File: config.mk
export PLATFORM = sky130hd
export DESIGN_NAME = mem_port_arbiter
export DESIGN_NICKNAME = d
export VERILOG_FILES = /design/src/rtl/mem_port_arbiter.sv
export SDC_FILE = /design/constraint.sdc
export NUM_CORES = 1
export LEC_CHECK = 0
export CORE_MARGIN = 5
export CORE_UTILIZATION = 46
export CTS_CLUSTER_SIZE = 40
export DETAILED_ROUTE_END_ITERATION = 6
export PLACE_DENSITY = 0.87
export SLEW_MARGIN = 20
export SYNTH_ARGS = -nofsm -noshare
export SYNTH_HDL_FRONTEND = slang
export SYNTH_SLANG_ARGS = --single-unit
File: constraint.sdc
create_clock -name clk -period 2.5 [get_ports clk]
set_clock_uncertainty 0.2 [all_clocks]
set_input_delay 0.625 -clock clk [delete_from_list [all_inputs] [get_ports clk]]
set_output_delay 0.625 -clock clk [all_outputs]
set_load 0.02 [all_outputs]
File: src/rtl/mem_port_arbiter.sv
// Arbitrates the single memory port between instruction fetch and MEM-stage data access,
// with a bounded data run while a fetch is pending and an access timeout.
module mem_port_arbiter #(
    parameter int MAX_D_RUN = 4,
    parameter int TIMEOUT   = 255,
    parameter int TW        = 8
) (
    input  logic        clk,
    input  logic        rst_n,
    input  logic        if_req,
    input  logic        d_req,
    input  logic        d_we,
    input  logic        mem_ready,
    input  logic [31:0] mem_rdata,
    output logic        mem_req,
    output logic        mem_we,
    output logic        addr_sel,
    output logic        if_done,
    output logic [31:0] if_rdata,
    output logic        d_done,
    output logic [31:0] d_rdata,
    output logic        err,
    output logic        pipe_stall
);

    localparam int RW = $clog2(MAX_D_RUN + 1);

    typedef enum logic [1:0] {
        IDLE,
        IF_ACC,
        D_ACC
    } state_t;

    state_t        state, state_nxt;
    logic [RW-1:0] run_cnt, run_cnt_nxt;
    logic [TW-1:0] wait_cnt, wait_cnt_nxt;
    logic          mem_req_nxt, mem_we_nxt, addr_sel_nxt;
    logic          if_done_nxt, d_done_nxt, err_nxt;
    logic [31:0]   if_rdata_nxt, d_rdata_nxt;
    logic          if_m, d_m, d_win, timed_out;

    // A requester completing this cycle is ignored so it has one cycle to drop req.
    assign if_m      = if_req & ~if_done;
    assign d_m       = d_req & ~d_done;
    assign d_win     = d_m & ((run_cnt < RW'(MAX_D_RUN)) | ~if_m);
    assign timed_out = (TIMEOUT != 0) && (wait_cnt == TW'(TIMEOUT - 1));

    assign pipe_stall = (if_req & ~if_done) | (d_req & ~d_done);

    always_ff @(posedge clk or negedge rst_n) begin
        if (!rst_n) begin
            state    <= IDLE;
            run_cnt  <= '0;
            wait_cnt <= '0;
            mem_req  <= 1'b0;
            mem_we   <= 1'b0;
            addr_sel <= 1'b0;
            if_done  <= 1'b0;
            d_done   <= 1'b0;
            err      <= 1'b0;
            if_rdata <= '0;
            d_rdata  <= '0;
        end else begin
            state    <= state_nxt;
            run_cnt  <= run_cnt_nxt;
            wait_cnt <= wait_cnt_nxt;
            mem_req  <= mem_req_nxt;
            mem_we   <= mem_we_nxt;
            addr_sel <= addr_sel_nxt;
            if_done  <= if_done_nxt;
            d_done   <= d_done_nxt;
            err      <= err_nxt;
            if_rdata <= if_rdata_nxt;
            d_rdata  <= d_rdata_nxt;
        end
    end

    always_comb begin
        state_nxt    = state;
        run_cnt_nxt  = run_cnt;
        wait_cnt_nxt = wait_cnt;
        mem_req_nxt  = mem_req;
        mem_we_nxt   = mem_we;
        addr_sel_nxt = addr_sel;
        if_done_nxt  = 1'b0;
        d_done_nxt   = 1'b0;
        err_nxt      = 1'b0;
        if_rdata_nxt = if_rdata;
        d_rdata_nxt  = d_rdata;

        case (state)
            IDLE: begin
                if (d_win) begin
                    state_nxt    = D_ACC;
                    mem_req_nxt  = 1'b1;
                    addr_sel_nxt = 1'b1;
                    mem_we_nxt   = d_we;
                    wait_cnt_nxt = '0;
                    if (if_req) begin
                        if (run_cnt != RW'(MAX_D_RUN)) begin
                            run_cnt_nxt = run_cnt + RW'(1);
                        end
                    end else begin
                        run_cnt_nxt = '0;
                    end
                end else if (if_m) begin
                    state_nxt    = IF_ACC;
                    mem_req_nxt  = 1'b1;
                    addr_sel_nxt = 1'b0;
                    mem_we_nxt   = 1'b0;
                    wait_cnt_nxt = '0;
                    run_cnt_nxt  = '0;
                end
            end

            IF_ACC, D_ACC: begin
                if (mem_ready || timed_out) begin
                    state_nxt    = IDLE;
                    mem_req_nxt  = 1'b0;
                    mem_we_nxt   = 1'b0;
                    addr_sel_nxt = 1'b0;
                    err_nxt      = ~mem_ready;
                    if (state == IF_ACC) begin
                        if_done_nxt = 1'b1;
                        if (mem_ready) begin
                            if_rdata_nxt = mem_rdata;
                        end
                    end else begin
                        d_done_nxt = 1'b1;
                        if (mem_ready && !mem_we) begin
                            d_rdata_nxt = mem_rdata;
                        end
                    end
                end else begin
                    wait_cnt_nxt = wait_cnt + TW'(1);
                end
            end

            default: begin
                state_nxt = IDLE;
            end
        endcase
    end

endmodule

==> run summary <==
After Yosys synthesis, full adders, half adders and majority gates account for 2.17% of the synthesized area. The synthesized netlist devotes 6.33% of its cell area to compound gates. The floorplan step defined a die boundary enclosing 0.00935 sq mm. The depth of the worst register-to-register path is 7.

For this run, the detailed router's first-pass iteration total came to 4. The path class of the tightest hold or removal check is input port to async pin. Initial antenna violation count: 0.

STA classifies the critical path endpoint as an output port. The tools report the required time at the endpoint of the critical path as 1.67 ns. Biggest fanout along the worst timing path: 2.

Buffers placed on the I/O ports in this run total 108. Cells fill 68.0% of the core in the end. In the routed layout, each cell is associated on average with a via count of 5.22. Share of final-layout standard cells stronger than drive strength 1: 27.9%.

The critical path in this run is classified as input port to output port. The count of buffer and inverter cells on the critical path was 2. Setup repair after global routing left no endpoint under its margin.

At the pin with the least slew margin, the transition time is 0.466 ns. Derived from the worst setup path, the maximum achievable clock frequency is 418 MHz. The tree is rooted in a clkbuf_8. TritonCTS built the clock tree. The reported max-cap violation count is 0, and the number of buffers inserted during clock tree synthesis is 9. Dividing the detail-routed wire length by the instance count gives 16.9 um.

The die width is 96.7 um. The critical path's slowest cell is clkdlybuf4s50_1. The logs give 68.9% for the relative max-transition margin and 31 for the placement row count. The critical path goes through clkdlybuf4s50_1, nand2b_1, nand2_1, dlygate4sd2_1. The commonest non-fill, non-tap cell in the layout is clkdlybuf4s50_1. Prior to clock tree synthesis, the placed netlist has a worst setup slack of -0.164 ns.

The count of state elements after synthesis is 83. The remaining global-route overflow is 0, and the clock tree buffer depth is 2. The logs give 2716 for the via count of the first global-routing pass and 0.110 ns for the setup slack after layout. The final layout contains routed wiring with a total length of 7.97 mm.

The logs give 0 for the max-slew violation total from the final report and 47.4% for the effective utilization at floorplan. The half-perimeter wire length after detailed placement is 5.98 mm. The count of nets left with antenna violations once routing finished came out at 0. Entering global routing, the biggest net connects 48 pins. For the layout filler cell count, the log shows 568. In this run the cell area of the synthesized design comes to 0.00346 sq mm. The number of top-level pins is 109. In the synthesized netlist the async set-or-reset flop fraction comes to 100%. In this run, the number of DRC markers left after iteration 0 of detailed routing was 52. The global-route wire length before repair came out at 13.4 mm. The total core area was 0.00729 sq mm; the synthesized-area fraction occupied by and/or/nand/nor cells was 7.46%. The insertion delay to the later sink of the worst-skew pair is 0.34 ns. After synthesis, the share of cell area in mux cells is 21.6%. After synthesis, the largest family of logic cells by area is multiplexers. The tools report the hold violation total from the final report as 0. The floorplan step set the die height to 96.7 um.

The shortest period the worst path allows was 2.39 ns. The number of nets in the synthesized netlist is 289. The tightest hold path in the finished design has a slack of 0.0264 ns. Counting flops with a built-in enable in the synthesized netlist gives 0.

In the finished design, the share of the clock period the worst path needs comes to 95.6%. The worst register-to-register path begins at state[0]. The setup check on the worst reg-to-reg path leaves a slack of 0.18 ns. In the layout the commonest cells are 106 x clkdlybuf4s50_1, 83 x dfrtp_1, 63 x mux2_2, 16 x buf_4, 9 x clkbuf_8. Summing the areas of all xor and xnor instances in the mapped netlist gives 0% of the synthesized area.

The maximum level of the CTS H-tree was 3. The worst IR drop on VDD is 677 uV. For the number of inserted diodes, the log shows 0. The analysis attributes to cell leakage a power of 2.14 nW.

Synthesis produced a netlist whose cell count is 245. The largest single stage delay on the critical path is 0.48 ns. Global routing consumed, over all layers together, 17.4% of the routing resources. From synthesis to final layout, the design area changed by 43.4%. Data arrives at the worst endpoint at 1.56 ns. The netlist uses 51 different library cells. The worst register-to-register path ends at wait_cnt[4]. The most used flip-flop cell after synthesis is dfrtp_1. The clock-pin slew of the registers on the worst-case setup and hold paths is 0.08 ns. The run gives 6.73 mW as the post-route total power.

The Yosys step of the flow raised 0 warnings. Setup violations remaining at the end of the flow were counted as 0. In this run the mean area of a mapped cell was 14.1 sq um.

For this run, the register share of the synthesized area comes to 60.1%. The flow ran to the end, and the final reports show no timing, DRC or antenna violations. The tools report the detailed-route via count as 2463. The tools report the final weighted congestion in routability-driven placement as 0.866. The worst setup path is launched from an input port. Dividing total power by cell area gives a power density of 1360 mW/mm^2. The DRC violations left is 0.

The critical path's top delay family was buffers and inverters. The net count of the finished layout is 413. Buffers added to address setup during post-CTS repair amount to 0.

For the TritonCTS sink count, the log shows 83.
## power breakdown
group	switching (mW)	leakage (nW)	internal, mW	total, mW
Clock	0.458	0.106	0.556	1.01
Combinational	1.62	1.02	1.82	3.44
Sequential	0.326	1.01	1.95	2.28
Total	2.41	2.14	4.32	6.73
## area by class of cell
class / count / area, sq um / share of cell area, %
Clock inverter: 5 / 78.8 / 1.59
Clock buffer: 10 / 128 / 2.57
Tap cell: 99 / 124 / 2.50
Inverter: 7 / 26.3 / 0.530
Multi-Input combinational cell: 144 / 1310 / 26.5
Timing Repair Buffer: 124 / 1210 / 24.4
Sequential cell: 83 / 2080 / 41.9
## how the worst max path moves through the flow
stage	from	endpoint	cells past startpoint
after global placement	if_req	pipe_stall	4
after global routing	state[0]	wait_cnt[4]	7
after floorplan	state[0]	mem_we	8
after detailed placement	if_req	pipe_stall	4
final	if_req	pipe_stall	4
after CTS	if_req	pipe_stall	4
## Yosys cell counts (all sizes together), types with 2 or more instances
cell type,instances,area [sq um]
o21ai,5,25.0
a21o,3,23.8
buf,8,42.5
ha,6,75.1
nand2,7,26.3
nand4,3,25.0
nor3,4,20.0
dfrtp,83,2080
or3,3,25.0
a21boi,2,15.0
mux2,66,747
inv,7,26.3
and4,2,18.8
and3,3,20.0
a21oi,3,15.0
clkbuf,3,12.5
nand3,8,40.0
nand2b,4,25.0
a31oi,4,25.0
## metrics by stage
stage / TNS, ns / cells / instance area, sq um
after floorplan: 0 / 245 / 3460
after CTS: 0 / 472 / 4960
after global placement: -0.278 / 457 / 4750
final: 0 / 472 / 4960
after global routing: 0 / 472 / 4960
after detailed placement: -0.415 / 457 / 4750
## routing by layer
| metal | up-vias | track usage, % | part of all wire [%] |
|---|---|---|---|
| met4 | 0 | 6.91 | 1.6 |
| met1 | 1238 | 19.9 | 41 |
| met5 | - | 0 | 0 |
| met3 | 12 | 5.97 | 6.4 |
| met2 | 75 | 29.8 | 51 |
| li1 | 1138 | - | - |
## sequential cells by signal, summed over array words and instances (netlist names)
| signal | cells |
|---|---|
| run_cnt | 3 |
| mem_req | 1 |
| mem_we | 1 |
| err | 1 |
| d_rdata | 32 |
| if_rdata | 32 |
| d_done | 1 |
| if_done | 1 |
| wait_cnt | 8 |
| addr_sel | 1 |
| state | 2 |
## logic make-up after synthesis
group           Yosys count
flops                    83
mux                      66
simple gates             42
compound gates           30
buf+inv                  18
fa+ha+maj                 6
## what timing repair did
action | 4_1_cts | 5_1_grt
resized for setup | 1 | 0
hold buffers | 0 | 0
setup endpoints to repair | 1 | 0
## worst register-to-register path: cells and delay by family (launching register included)
family,cells,cell delay [ns]
fa+ha+maj,1,0.49
compound gates,2,0.29
buf+inv,2,0.21
simple gates,2,0.64
flops,1,0.41
No activity file was read; power rests on OpenSTA's default activity.
